## config.mk

```make
export PLATFORM = sky130hd
export DESIGN_NAME = thermal_task_scheduler
export DESIGN_NICKNAME = d
export VERILOG_FILES = /design/src/rtl/thermal_sched_pkg.sv /design/src/rtl/coolest_core_picker.sv /design/src/rtl/thermal_task_scheduler.sv
export SDC_FILE = /design/constraint.sdc
export NUM_CORES = 1
export LEC_CHECK = 0
export CAP_MARGIN = 25
export CORE_ASPECT_RATIO = 1.2
export CORE_UTILIZATION = 60
export DETAILED_ROUTE_END_ITERATION = 12
export DONT_BUFFER_PORTS = 1
export GPL_TIMING_DRIVEN = 0
export HOLD_SLACK_MARGIN = 0.02
export PLACE_DENSITY = 0.86
export SYNTH_ARGS = -nofsm -noshare
export SYNTH_HDL_FRONTEND = slang
export SYNTH_HIERARCHICAL = 1
export SYNTH_SLANG_ARGS = --single-unit
```

## constraint.sdc

```tcl
create_clock -name clk -period 8.4 [get_ports clk]
set_clock_uncertainty 0.15 [all_clocks]
set_input_delay 2.52 -clock clk [delete_from_list [all_inputs] [get_ports clk]]
set_output_delay 2.52 -clock clk [all_outputs]
set_load 0.01 [all_outputs]
```

## src/rtl/thermal_sched_pkg.sv

```systemverilog
// rtl/thermal_sched_pkg.sv - shared types and constants for the thermal task scheduler
package thermal_sched_pkg;

  typedef enum logic [1:0] {
    IDLE      = 2'd0,
    SELECT    = 2'd1,
    DISPATCH  = 2'd2,
    WAIT_COOL = 2'd3
  } sched_state_t;

  localparam int NUM_CORES = 3;
  localparam int TEMP_W    = 8;
  localparam int DATA_W    = 16;

  localparam logic [1:0] CORE_NONE = 2'b11;

  // CORE_NONE shifts the single bit out, giving an empty strobe
  function automatic logic [NUM_CORES-1:0] core_onehot(input logic [1:0] idx);
    return 3'b001 << idx;
  endfunction

endpackage

```

## src/rtl/coolest_core_picker.sv

```systemverilog
// rtl/coolest_core_picker.sv - combinational minimum-temperature search over an eligibility mask
module coolest_core_picker
  import thermal_sched_pkg::*;
(
  input  logic [TEMP_W-1:0]    temp0,
  input  logic [TEMP_W-1:0]    temp1,
  input  logic [TEMP_W-1:0]    temp2,
  input  logic [NUM_CORES-1:0] eligible,
  output logic [1:0]           idx,
  output logic                 found
);

  logic [TEMP_W-1:0] temps [NUM_CORES];
  logic [TEMP_W-1:0] best;

  assign temps[0] = temp0;
  assign temps[1] = temp1;
  assign temps[2] = temp2;

  // strict less-than keeps the lowest index on ties
  always_comb begin
    idx   = CORE_NONE;
    found = 1'b0;
    best  = '0;
    for (int i = 0; i < NUM_CORES; i++) begin
      if (eligible[i] && (!found || temps[i] < best)) begin
        found = 1'b1;
        best  = temps[i];
        idx   = 2'(i);
      end
    end
  end

endmodule

```

## src/rtl/thermal_task_scheduler.sv

```systemverilog
// rtl/thermal_task_scheduler.sv - dispatches handshaked tasks to the coolest eligible core
module thermal_task_scheduler
  import thermal_sched_pkg::*;
#(
  parameter logic [TEMP_W-1:0] THRESHOLD   = 8'd75,
  parameter logic [TEMP_W-1:0] HYST        = 8'd5,
  parameter int                ACK_TIMEOUT = 8
) (
  input  logic                 clk,
  input  logic                 rst,
  input  logic                 task_valid,
  input  logic [DATA_W-1:0]    task_data,
  output logic                 task_ready,
  input  logic [TEMP_W-1:0]    temp_core0,
  input  logic [TEMP_W-1:0]    temp_core1,
  input  logic [TEMP_W-1:0]    temp_core2,
  input  logic [NUM_CORES-1:0] core_ack,
  output logic [DATA_W-1:0]    data_out,
  output logic [1:0]           core_select,
  output logic [NUM_CORES-1:0] core_valid,
  output logic                 all_hot,
  output logic [NUM_CORES-1:0] core_fault,
  output logic [15:0]          dispatch_count
);

  localparam logic [7:0]        TIMEOUT_LAST = 8'(ACK_TIMEOUT - 1);
  localparam logic [TEMP_W-1:0] RESUME_TEMP  = THRESHOLD - HYST;

  sched_state_t state, state_next;
  logic [7:0]   timeout_cnt;

  logic [NUM_CORES-1:0] eligible;
  logic [NUM_CORES-1:0] cool_mask;
  logic [1:0]           pick_idx;
  logic                 pick_found;
  logic [1:0]           cool_idx;
  logic                 cool_found;
  logic                 ack_hit;
  logic                 timed_out;
  logic                 resume;

  assign eligible  = {temp_core2 < THRESHOLD, temp_core1 < THRESHOLD, temp_core0 < THRESHOLD}
                     & ~core_fault;
  assign cool_mask = {temp_core2 <= RESUME_TEMP, temp_core1 <= RESUME_TEMP, temp_core0 <= RESUME_TEMP}
                     & ~core_fault;

  coolest_core_picker u_pick_threshold (
    .temp0    (temp_core0),
    .temp1    (temp_core1),
    .temp2    (temp_core2),
    .eligible (eligible),
    .idx      (pick_idx),
    .found    (pick_found)
  );

  coolest_core_picker u_pick_hysteresis (
    .temp0    (temp_core0),
    .temp1    (temp_core1),
    .temp2    (temp_core2),
    .eligible (cool_mask),
    .idx      (cool_idx),
    .found    (cool_found)
  );

  // core_valid is one-hot on the selected core, so this masks out stray acks
  assign ack_hit   = |(core_ack & core_valid);
  assign timed_out = (timeout_cnt == TIMEOUT_LAST);
  assign resume    = cool_found && (cool_idx != CORE_NONE);

  always_ff @(posedge clk) begin
    if (rst) begin
      state <= IDLE;
    end else begin
      state <= state_next;
    end
  end

  always_comb begin
    state_next = state;
    case (state)
      IDLE:      if (task_valid) state_next = SELECT;
      SELECT:    state_next = pick_found ? DISPATCH : WAIT_COOL;
      DISPATCH: begin
        if (ack_hit) begin
          state_next = IDLE;
        end else if (timed_out) begin
          state_next = SELECT;
        end
      end
      WAIT_COOL: if (resume) state_next = SELECT;
      default:   state_next = IDLE;
    endcase
  end

  always_comb begin
    task_ready = (state == IDLE);
    all_hot    = (state == WAIT_COOL);
  end

  always_ff @(posedge clk) begin
    if (rst) begin
      data_out       <= '0;
      core_select    <= CORE_NONE;
      core_valid     <= '0;
      core_fault     <= '0;
      dispatch_count <= '0;
      timeout_cnt    <= '0;
    end else begin
      case (state)
        IDLE: begin
          if (task_valid) data_out <= task_data;
        end
        SELECT: begin
          timeout_cnt <= '0;
          if (pick_found) begin
            core_select <= pick_idx;
            core_valid  <= core_onehot(pick_idx);
          end
        end
        DISPATCH: begin
          if (ack_hit) begin
            core_valid     <= '0;
            core_select    <= CORE_NONE;
            dispatch_count <= dispatch_count + 16'd1;
          end else if (timed_out) begin
            core_fault  <= core_fault | core_valid;
            core_valid  <= '0;
            core_select <= CORE_NONE;
          end else begin
            timeout_cnt <= timeout_cnt + 8'd1;
          end
        end
        WAIT_COOL: begin
          core_valid  <= '0;
          core_select <= CORE_NONE;
        end
        default: ;
      endcase
    end
  end

endmodule
```

==> qor.txt, run 1 <==
via density per instance = 6.402
total grt overflow = 0
first-pass GRT wire length = 14,280 um
post-synthesis mux area share = 2.835%
number of synthesized flops with an enable pin = 0
largest net degree at the start of global routing = 18
Max-slew headroom = 20.59%
Min-Delay Path Depth = 2
floorplan row count = 30
Iteration-0 DRC Markers = 244
DR WL/cell = 16.71 um
Tmin final = 7.646 ns
Flop pwr share = 43.9%
Min Hold Slack = 0.3568 ns
synth warn = 6
Worst Setup End Kind = flop
gr usage total = 28.69%
number of antenna violations at the first check in global routing = 0
final hold vios = 0
Pre-antenna DRT Iters = 5
Post-Synth XOR/XNOR Area = 2.481%
Comb power frac = 34.7%
RSZ-0062 raised after global routing = false
H-tree levels = 2
sequential area share after synthesis = 28.35%
clock root cell = clkbuf_8
Core ar. = 5668 um2
Worst Setup Path Type = in2reg
post-layout power = 0.6716 mW
Ports = 88
Leak = 1.384 nW
met1 wire length = 3429 um
GP Congestion = 0.9535
reg2reg end = state[1]
CTS tree = yes
MaxCap Viol Count = 0
DR vias = 3,438
synthesized area per cell = 7.864 um2
hold path startpoint = timeout_cnt[7]
clock-pin slew on the worst setup and hold paths = 0.10 ns
Seq. cell area = 1001 um2
Async S/R FF share, synth = 0%
Initial Utilization = 62.30%
Tcrit/Tclk final = 91.03%
startpoint types = input port
adder-cell share of the synthesized area = 12.76%
commonest non-fill, non-tap cell in the layout = nand2_1
CTS sink cnt = 50
#FFs+latches synth = 50
final net count = 538
Post-Syn Instances = 449
# resized after CTS = 0
Diodes inserted = 0
Worst Hold End = timeout_cnt[7]
Synth Area in Simple Gates = 26.72%
setup TNS = 0 ns
Post-CTS Setup Bufs = 0
top sig layer = met4
Bufs on Longest Clock Path = 2
vias in the first global route = 3,285
sw frac = 38.80%
pwr dens = 180.4 nW/um2
layout cells sized above 1 = 5.033%
DP HPWL = 7088 um
worst reg2reg setup slack = 2.84 ns
# fillers = 497
worst reg2reg path depth = 19
Mapped Nets = 531
worst r2r src = core_fault[0]
cts hold-fix bufs = 0
worst vdd ir = 0.0001199 V
Arr. time, crit path = 7.75 ns
Final setup viols = 0
Psw = 0.2606 mW
status = complete, no violations
f_max = 130.8 MHz
HP Class = reg2reg
Slew @ Worst Pin = 1.191 ns
Die X = 72.03 um
met3 routed WL = 630 um
Clock Power Share = 21.4%
Main synth FF type = dfxtp_1
Die Ht = 86.04 um
area taken by multi-input logic gates = 2375 um2
Cell Int Power = 0.4110 mW
clock latency on the worst-skew pair = 0.31 ns
CP required = 8.50 ns
most frequent cells in the layout = 65 x nand2_1, 50 x dfxtp_1, 43 x a21oi_1
Die Area = 6197 um2
main combinational cell family by area after synthesis = simple AND/OR/NAND/NOR gates
CP max FO = 10
Netlist cell types = 64
DRC = 0
CTS Buf Count = 5
IO buf count = 0
Synth Area in Compound Gates = 22.47%
Layout area overhead = 5.457%
antenna-violating nets left = 0
Post-Route WL = 8975 um
Final Max Slew Viols = 0
mapped cell area = 3531 um2
WL met2 = 4541 um
[synthesized netlist by cell type, drive strengths merged (3+ instances only)]
| cell | count | area share (%) |
|---|---|---|
| nand2 | 66 | 7.1 |
| dfxtp | 50 | 28 |
| a21oi | 46 | 6.8 |
| nor2 | 41 | 4.4 |
| ha | 36 | 13 |
| inv | 19 | 2.0 |
| o21ai | 15 | 2.1 |
| clkbuf | 14 | 1.5 |
| nand3 | 14 | 2.0 |
| a211oi | 11 | 2.3 |
| or3 | 11 | 1.9 |
| mux2i | 10 | 2.8 |
| nand4 | 9 | 1.6 |
| nor3 | 9 | 1.3 |
| nand2b | 7 | 1.2 |
| xnor2 | 7 | 1.7 |
| a211o | 6 | 1.5 |
| and2 | 6 | 1.1 |
| a31oi | 5 | 0.89 |
| and4 | 5 | 1.2 |
| buf | 5 | 0.89 |
| nor4 | 5 | 0.89 |
| o211ai | 4 | 0.85 |
| a21o | 3 | 0.64 |
| xor2 | 3 | 0.74 |
[worst max-delay path, stage by stage]
cell	delay, ns
nor3_1	0.16
nand2_1	0.07
a211oi_1	0.66
clkbuf_1	0.40
nand2_1	0.16
ha_1	0.30
o211a_1	0.24
a2111oi_2	0.35
a221o_1	0.32
buf_2	0.24
a21oi_1	0.10
ha_1	0.32
a211oi_1	0.27
nor2_1	0.10
or3b_2	0.47
nor3_1	0.27
a21oi_1	0.11
nand3_1	0.09
o221ai_1	0.14
a21oi_1	0.22
mux2i_1	0.21
[worst max path at each step]
stage                   from        to  slack [ns]  depth (start not counted)
2_1_floorplan  temp_core0[3]  state[0]        1.33                         21
3_3_place_gp   temp_core0[3]  state[0]        0.68                         21
5_1_grt        temp_core0[3]  state[1]        0.47                         21
4_1_cts        temp_core0[3]  state[0]        0.87                         21
3_5_place_dp   temp_core0[3]  state[0]        0.57                         21
6_report       temp_core0[3]  state[1]        0.75                         21
[power groups by stage]
stage / combinational (mW) / sequential (mW) / clock (mW)
finish: 0.233 / 0.295 / 0.143
global route: 0.257 / 0.299 / 0.156
CTS: 0.231 / 0.295 / 0.146
detailed placement: 0.230 / 0.300 / 0
global placement: 0.220 / 0.299 / 0
floorplan: 0.184 / 0.292 / 0
[per-layer routing]
metal  global-route usage, %  up-vias
li1                        -     1656
met1                   30.16     1565
met2                   53.43      168
met3                   5.993       49
met4                   14.08        0
met5                       0        -
[sequential cells by signal (all words and copies together) (netlist names)]
signal and flops:
core_fault 3, core_valid 3, timeout_cnt 8, dispatch_count 16
state 2, data_out 16, core_select 2
[area by class of cell]
type	count	area share, %
Tap cell	80	2.688
Multi-Input combinational cell	361	63.78
Buffer	19	2.251
Clock inverter	3	0.6384
Sequential cell	50	26.88
Inverter	19	1.915
Clock buffer	5	1.848
[stage by stage]
step,util [%],cells,cell area [um2],setup slack [ns]
2_1_floorplan,-,449,3531,1.334
3_3_place_gp,64.06,529,3631,0.6828
3_5_place_dp,64.06,529,3631,0.5692
4_1_cts,65.70,537,3724,0.8747
5_1_grt,65.70,537,3724,0.4700
6_report,65.70,537,3724,0.7538
[kinds of logic (layout without fill, tap and decap cells)]
family	count (synthesis)	after routing
multiplexers	10	10
flip-flops	50	50
AO/OA/AOI/OAI	116	116
buffers and inverters	38	46
AND/OR/NAND/NOR	189	189
adder cells (fa/ha/maj)	36	36
XOR/XNOR	10	10
Power figures use the tool's default switching activity.
==> run 2, diff against run 1 <==
--- a/config.mk
+++ b/config.mk
@@ -8,6 +8,7 @@
 export CAP_MARGIN = 25
 export CORE_ASPECT_RATIO = 1.2
 export CORE_UTILIZATION = 60
+export CTS_BUF_LIST = sky130_fd_sc_hd__clkbuf_8 sky130_fd_sc_hd__clkbuf_16
 export DETAILED_ROUTE_END_ITERATION = 12
 export DONT_BUFFER_PORTS = 1
 export GPL_TIMING_DRIVEN = 0
==> results of run 2 <==
The final DEF is identical to that of run 1; final timing and power are the same.
